`src/rtl/spi_main_node.sv`:
```
// spi_main_node: serial initiator for the encryption unit's subnode port.
// Shifts a latched key and message block out MSB-first on mosi under cs_enc,
// waits for data_done (bounded by TIMEOUT), then shifts the cipher block back
// in from miso and presents it on result with a one-cycle done pulse.
module spi_main_node #(
    parameter int nk      = 8,
    parameter int nb      = 4,
    parameter int TIMEOUT = 1024
) (
    input  logic              clk,
    input  logic              rst,
    input  logic              start,
    input  logic [32*nk-1:0]  key_in,
    input  logic [32*nb-1:0]  msg_in,
    output logic              mosi,
    output logic              cs_enc,
    input  logic              miso,
    input  logic              data_done,
    output logic              busy,
    output logic              done,
    output logic              err,
    output logic [32*nb-1:0]  result
);

    localparam int KEY_BITS   = 32 * nk;
    localparam int MSG_BITS   = 32 * nb;
    localparam int FRAME_BITS = KEY_BITS + MSG_BITS;
    localparam int CNT_W      = $clog2(KEY_BITS);
    localparam int TMO_W      = $clog2(TIMEOUT + 1);

    localparam logic [CNT_W-1:0] KEY_LAST = CNT_W'(KEY_BITS - 1);
    localparam logic [CNT_W-1:0] MSG_LAST = CNT_W'(MSG_BITS - 1);
    localparam logic [TMO_W-1:0] TMO_LAST = TMO_W'(TIMEOUT);

    typedef enum logic [2:0] {
        IDLE,
        SEND_KEY,
        SEND_MSG,
        WAIT_DONE,
        RECV,
        FINISH
    } state_t;

    state_t                  state;
    state_t                  state_nxt;
    logic [FRAME_BITS-1:0]   tx_shift;
    logic [MSG_BITS-1:0]     rx_shift;
    logic [CNT_W-1:0]        bit_cnt;
    logic [TMO_W-1:0]        tmo_cnt;
    logic                    timed_out;

    // State register.
    // NOTE: every clocked assignment uses <= so all flops update together from pre-edge values.
    always_ff @(posedge clk) begin
        if (rst) begin
            state <= IDLE;
        end else begin
            state <= state_nxt;
        end
    end

    // Next-state decode and Moore outputs.
    // NOTE: every output and state_nxt gets a default first, so no path leaves a latch behind.
    always_comb begin
        state_nxt = state;
        cs_enc    = 1'b1;
        mosi      = 1'b0;
        busy      = 1'b0;
        done      = 1'b0;
        err       = 1'b0;
        case (state)
            IDLE: begin
                if (start) state_nxt = SEND_KEY;
            end
            SEND_KEY: begin
                cs_enc = 1'b0;
                busy   = 1'b1;
                mosi   = tx_shift[FRAME_BITS-1];
                if (bit_cnt == KEY_LAST) state_nxt = SEND_MSG;
            end
            SEND_MSG: begin
                cs_enc = 1'b0;
                busy   = 1'b1;
                mosi   = tx_shift[FRAME_BITS-1];
                if (bit_cnt == MSG_LAST) state_nxt = WAIT_DONE;
            end
            WAIT_DONE: begin
                cs_enc = 1'b0;
                busy   = 1'b1;
                if (data_done) begin
                    state_nxt = RECV;
                end else if (tmo_cnt == TMO_LAST) begin
                    state_nxt = FINISH;
                end
            end
            RECV: begin
                cs_enc = 1'b0;
                busy   = 1'b1;
                if (bit_cnt == MSG_LAST) state_nxt = FINISH;
            end
            FINISH: begin
                done      = 1'b1;
                err       = timed_out;
                state_nxt = IDLE;
            end
            default: state_nxt = IDLE;
        endcase
    end

    // Bit counter, timeout counter, error flag and the result register.
    always_ff @(posedge clk) begin
        if (rst) begin
            bit_cnt   <= '0;
            tmo_cnt   <= '0;
            timed_out <= 1'b0;
            result    <= '0;
        end else begin
            case (state)
                IDLE: begin
                    if (start) begin
                        bit_cnt   <= '0;
                        timed_out <= 1'b0;
                    end
                end
                SEND_KEY: begin
                    bit_cnt <= (bit_cnt == KEY_LAST) ? '0 : bit_cnt + CNT_W'(1);
                    tmo_cnt <= '0;
                end
                SEND_MSG: begin
                    bit_cnt <= (bit_cnt == MSG_LAST) ? '0 : bit_cnt + CNT_W'(1);
                    tmo_cnt <= '0;
                end
                WAIT_DONE: begin
                    if (data_done) begin
                        bit_cnt <= '0;
                    end else if (tmo_cnt == TMO_LAST) begin
                        timed_out <= 1'b1;
                    end else begin
                        tmo_cnt <= tmo_cnt + TMO_W'(1);
                    end
                end
                RECV: begin
                    bit_cnt <= bit_cnt + CNT_W'(1);
                    // Load result on the final sample edge so it is already
                    // valid in the FINISH cycle alongside done.
                    if (bit_cnt == MSG_LAST) result <= {rx_shift[MSG_BITS-2:0], miso};
                end
                default: ;
            endcase
        end
    end

    // Transmit and receive shift registers.
    // NOTE: no reset here; tx_shift is loaded on every accepted start and rx_shift is only observed via result.
    always_ff @(posedge clk) begin
        case (state)
            IDLE:               if (start) tx_shift <= {key_in, msg_in};
            SEND_KEY, SEND_MSG: tx_shift <= {tx_shift[FRAME_BITS-2:0], 1'b0};
            RECV:               rx_shift <= {rx_shift[MSG_BITS-2:0], miso};
            default: ;
        endcase
    end

endmodule

```
`config.mk`:
```
export PLATFORM = sky130hd
export DESIGN_NAME = spi_main_node
export DESIGN_NICKNAME = d
export VERILOG_FILES = /design/src/rtl/spi_main_node.sv
export SDC_FILE = /design/constraint.sdc
export NUM_CORES = 1
export LEC_CHECK = 0
export CAP_MARGIN = 0
export CORE_ASPECT_RATIO = 1.25
export CORE_MARGIN = 2
export CORE_UTILIZATION = 30
export CTS_CLUSTER_SIZE = 40
export DETAILED_ROUTE_END_ITERATION = 10
export SLEW_MARGIN = 20
export SYNTH_ARGS = -nofsm -noshare
export SYNTH_HDL_FRONTEND = slang
export SYNTH_SLANG_ARGS = --single-unit
```
`constraint.sdc`:
```
create_clock -name clk -period 117.4 [get_ports clk]
set_input_delay 23.48 -clock clk [delete_from_list [all_inputs] [get_ports clk]]
set_output_delay 23.48 -clock clk [all_outputs]
set_load 0.05 [all_outputs]
```
==> impl_metrics.yaml <==
critical_path:
  cp_slowest_cell: "buf_4"
  crit_start: "start"
  crit_path_end_kind: "register"
  worstPathRequired_ps: 117610
  crit_top_cell: "buf_4"
  cp_max_fo: 81
  crit_path_max_incr_delay_ps: 930
  crit_chain: "clkdlybuf4s50_1 -> nor3_1 -> a211oi_4 -> buf_4 -> buf_4 -> buf_4"
  r2r_start: "state[1]"
  startpoint_type: "input port"
  crit_arrival_ps: 27070
  worst-setup-path-type: "in2reg"
synth:
  synth-xor-area-share_pct: 0.308
  ys_types: 47
  ys_warn_count: 0
  yosys-mux-area-fraction_pct: 16.9
  synth-edff-count: 511
  synthFlopType: "edfxtp_1"
  synth_top_area_cell: "edfxtp_1"
  syn_inst: 1663
  ys_async_sr_fraction_pct: 0
  ys_top_cells_by_area: "edfxtp_1 60%, mux2_2 17%, dfxtp_1 12%"
  synth_most_common_cell: "edfxtp_1"
  syn_nets: 2055
  synth_top_cell_area_share_pct: 59.9
  synth_compound_area_share_pct: 3.26
  seq_area_frac_synth_pct: 71.7
  syn_avg_cell_area_um2: 15.4
  synth_area_um2: 25600
  synth_top_family_by_area: "multiplexers"
  synthAdderAreaFrac_pct: 0.146
  synth_seq_cells: 662
  yosys.area_share.simple_pct: 5.72
  synth_common_cells: "511 x edfxtp_1, 383 x mux2_2, 267 x nand2_1"
floorplan:
  dieArea_um2: 87800
  dieHeight_um: 331
  io_pins: 522
  initial_core_util_pct: 30.4
  core_area_um2: 84400
  rows: 119
  fp.dieW_um: 265
clock_tree:
  clock-root-buffer: "clkbuf_16"
  cts_setup_buffers: 0
  cts.sinks: 662
  clock_path_buffers: 3
  clk_latency_ps: 620
  ctsResizeCount: 0
  holdBufCountCts: 0
  ctsHtreeMaxLevel: 3
  cts_made_buffers: 72
  cts_tree: "done"
  clk_pin_slew_ps: 60
sta:
  fin_crit_ps: 26850
  setup_viol_count_final: 0
  slew_headroom_pct: 28.7
  rsz0062_at_grt: "no"
  hold_viol_final: 0
  fin_crit_sh_pct: 22.9
  worst_pin_slew_ps: 1070
  fin_tns_setup_ps: 0
  slew_violations: 0
  max_freq_ghz: 0.0372
  skew_ps: 38.4
grt:
  overflow: 0
  grt-busiest-layer: "met2"
  track_usage_pct: 13.9
  use_met1_pct: 16.0
  grt_pass1_vias: 15829
  grt_max_degree: 181
  met2_usage_pct: 22.8
  antenna_found_initial: 29
  grt_use_met3_pct: 7.07
  grt_pass1_wl_mm: 94.0
routing:
  drt_wl_total_mm: 63.7
  firstDrtPassIters: 4
  drt-vias-per-instance: 4.58
  ant_nets: 0
  wl_per_cell_um: 19.1
  drt_iter0_drc: 981
  dr_total_vias: 15281
  drc: 0
flow_run:
  cap_violations: 0
finish:
  layout.nets: 2569
  design_area_um2: 34400
  drive_above_1_share_pct: 23.2
  syn_to_final_growth_pct: 34.1
worst_hold_path:
  hold_class: "reg2reg"
  min_from: "rx_shift[85]"
placement:
  globalplace.congestion: 0.778
  placed_area_um2: 31900
  hpwl_mm: 42.2
  portBuffers: 521
power:
  leakagePower_nw: 11.4
  intPower_uw: 431
  combPwrFrac_pct: 7.3
  power_frac_clock_pct: 42.5
  peakVddDrop_v: 0.0000114
  powerDensity_nw_per_um2: 15.9
  finalPower_uw: 546
  p_seq_share_pct: 50.2
  swShare_pct: 21.1
  switchingPower_uw: 115
status:
  status: "finished, final reports clean"
## per-layer routing
layer	routed length (µm)	up-vias
li1	-	7191
met1	25300	7436
met2	29800	503
met3	7270	115
met4	1130	36
met5	225	-
## final timing paths
| path | slack [ps] | end | depth (start not counted) |
|---|---|---|---|
| worst max-delay path | 90550 | tx_shift[157] | 6 |
| worst min-delay path | 440 | rx_shift[86] | 0 |
| worst max register to register | 113010 | tx_shift[157] | 5 |
| worst min register to register | 440 | rx_shift[86] | 0 |
## stage by stage
stage / instances / hold slack (ps) / util (%) / setup slack (ps)
global placement: 3192 / 430 / 37.8 / 89960
CTS: 3324 / 446 / 40.7 / 90480
global route: 3329 / 456 / 40.7 / 90240
floorplan: 1663 / 426 / - / 64280
finish: 3334 / 443 / 40.7 / 90550
detailed placement: 3192 / 434 / 37.8 / 89830
## power groups by stage
stage	Combinational, mW	Clock, mW	Sequential (mW)
floorplan	0.0219	0	0.285
global placement	0.0392	0	0.279
detailed placement	0.0402	0	0.279
CTS	0.0405	0.240	0.274
global route	0.0428	0.248	0.276
finish	0.0396	0.232	0.274
## registers in the layout, indices dropped and copies added, names as in the netlist
register and count:
tx_shift 384, result 128, rx_shift 127, tmo_cnt 11, bit_cnt 8, state 3
timed_out 1
## cells in the final DEF, fill, tap and decap left out, types with 4 or more instances in the layout
cell             instances
or4_1                    5
clkbuf_8                 5
clkinv_2                 8
mux2_2                 383
nor4_1                   5
or3_1                    7
bufinv_16                5
clkinv_8                 4
clkbuf_1                 8
clkinvlp_4               7
a211oi_1                 4
nor3_1                  10
a21oi_1                137
nand3_1                 10
buf_4                   12
clkbuf_16               78
nand4_1                  4
clkinv_1                12
edfxtp_1               511
clkdlybuf4s50_1        520
nor2_1                   7
inv_1                    9
nand2_1                267
dfxtp_1                151
diode_2                 10
o21ai_0                  5
xnor2_1                  6
## worst max-delay path, delay by kind of cell
family,cells,cell delay (ps)
AOI/OAI and AO/OA,1,240
buffers and inverters,4,3100
and+or+nand+nor,1,100
## cell type report
| type | count | area [µm²] |
|---|---|---|
| fill | 7693 | 50100 |
| sequential | 662 | 18400 |
| multi-input combinational | 897 | 6790 |
| timing repair buffer | 534 | 5330 |
| clock buffer | 91 | 2050 |
| tap | 1089 | 1360 |
| clock inverter | 41 | 399 |
| inverter | 10 | 40.0 |
| antenna | 10 | 25.0 |
## cell families after synthesis
kind of cell	Yosys count
flops	662
xor+xnor	9
fa+ha+maj	3
buf+inv	104
simple gates	341
mux	386
compound gates	158
Power figures use the tool's default switching activity.
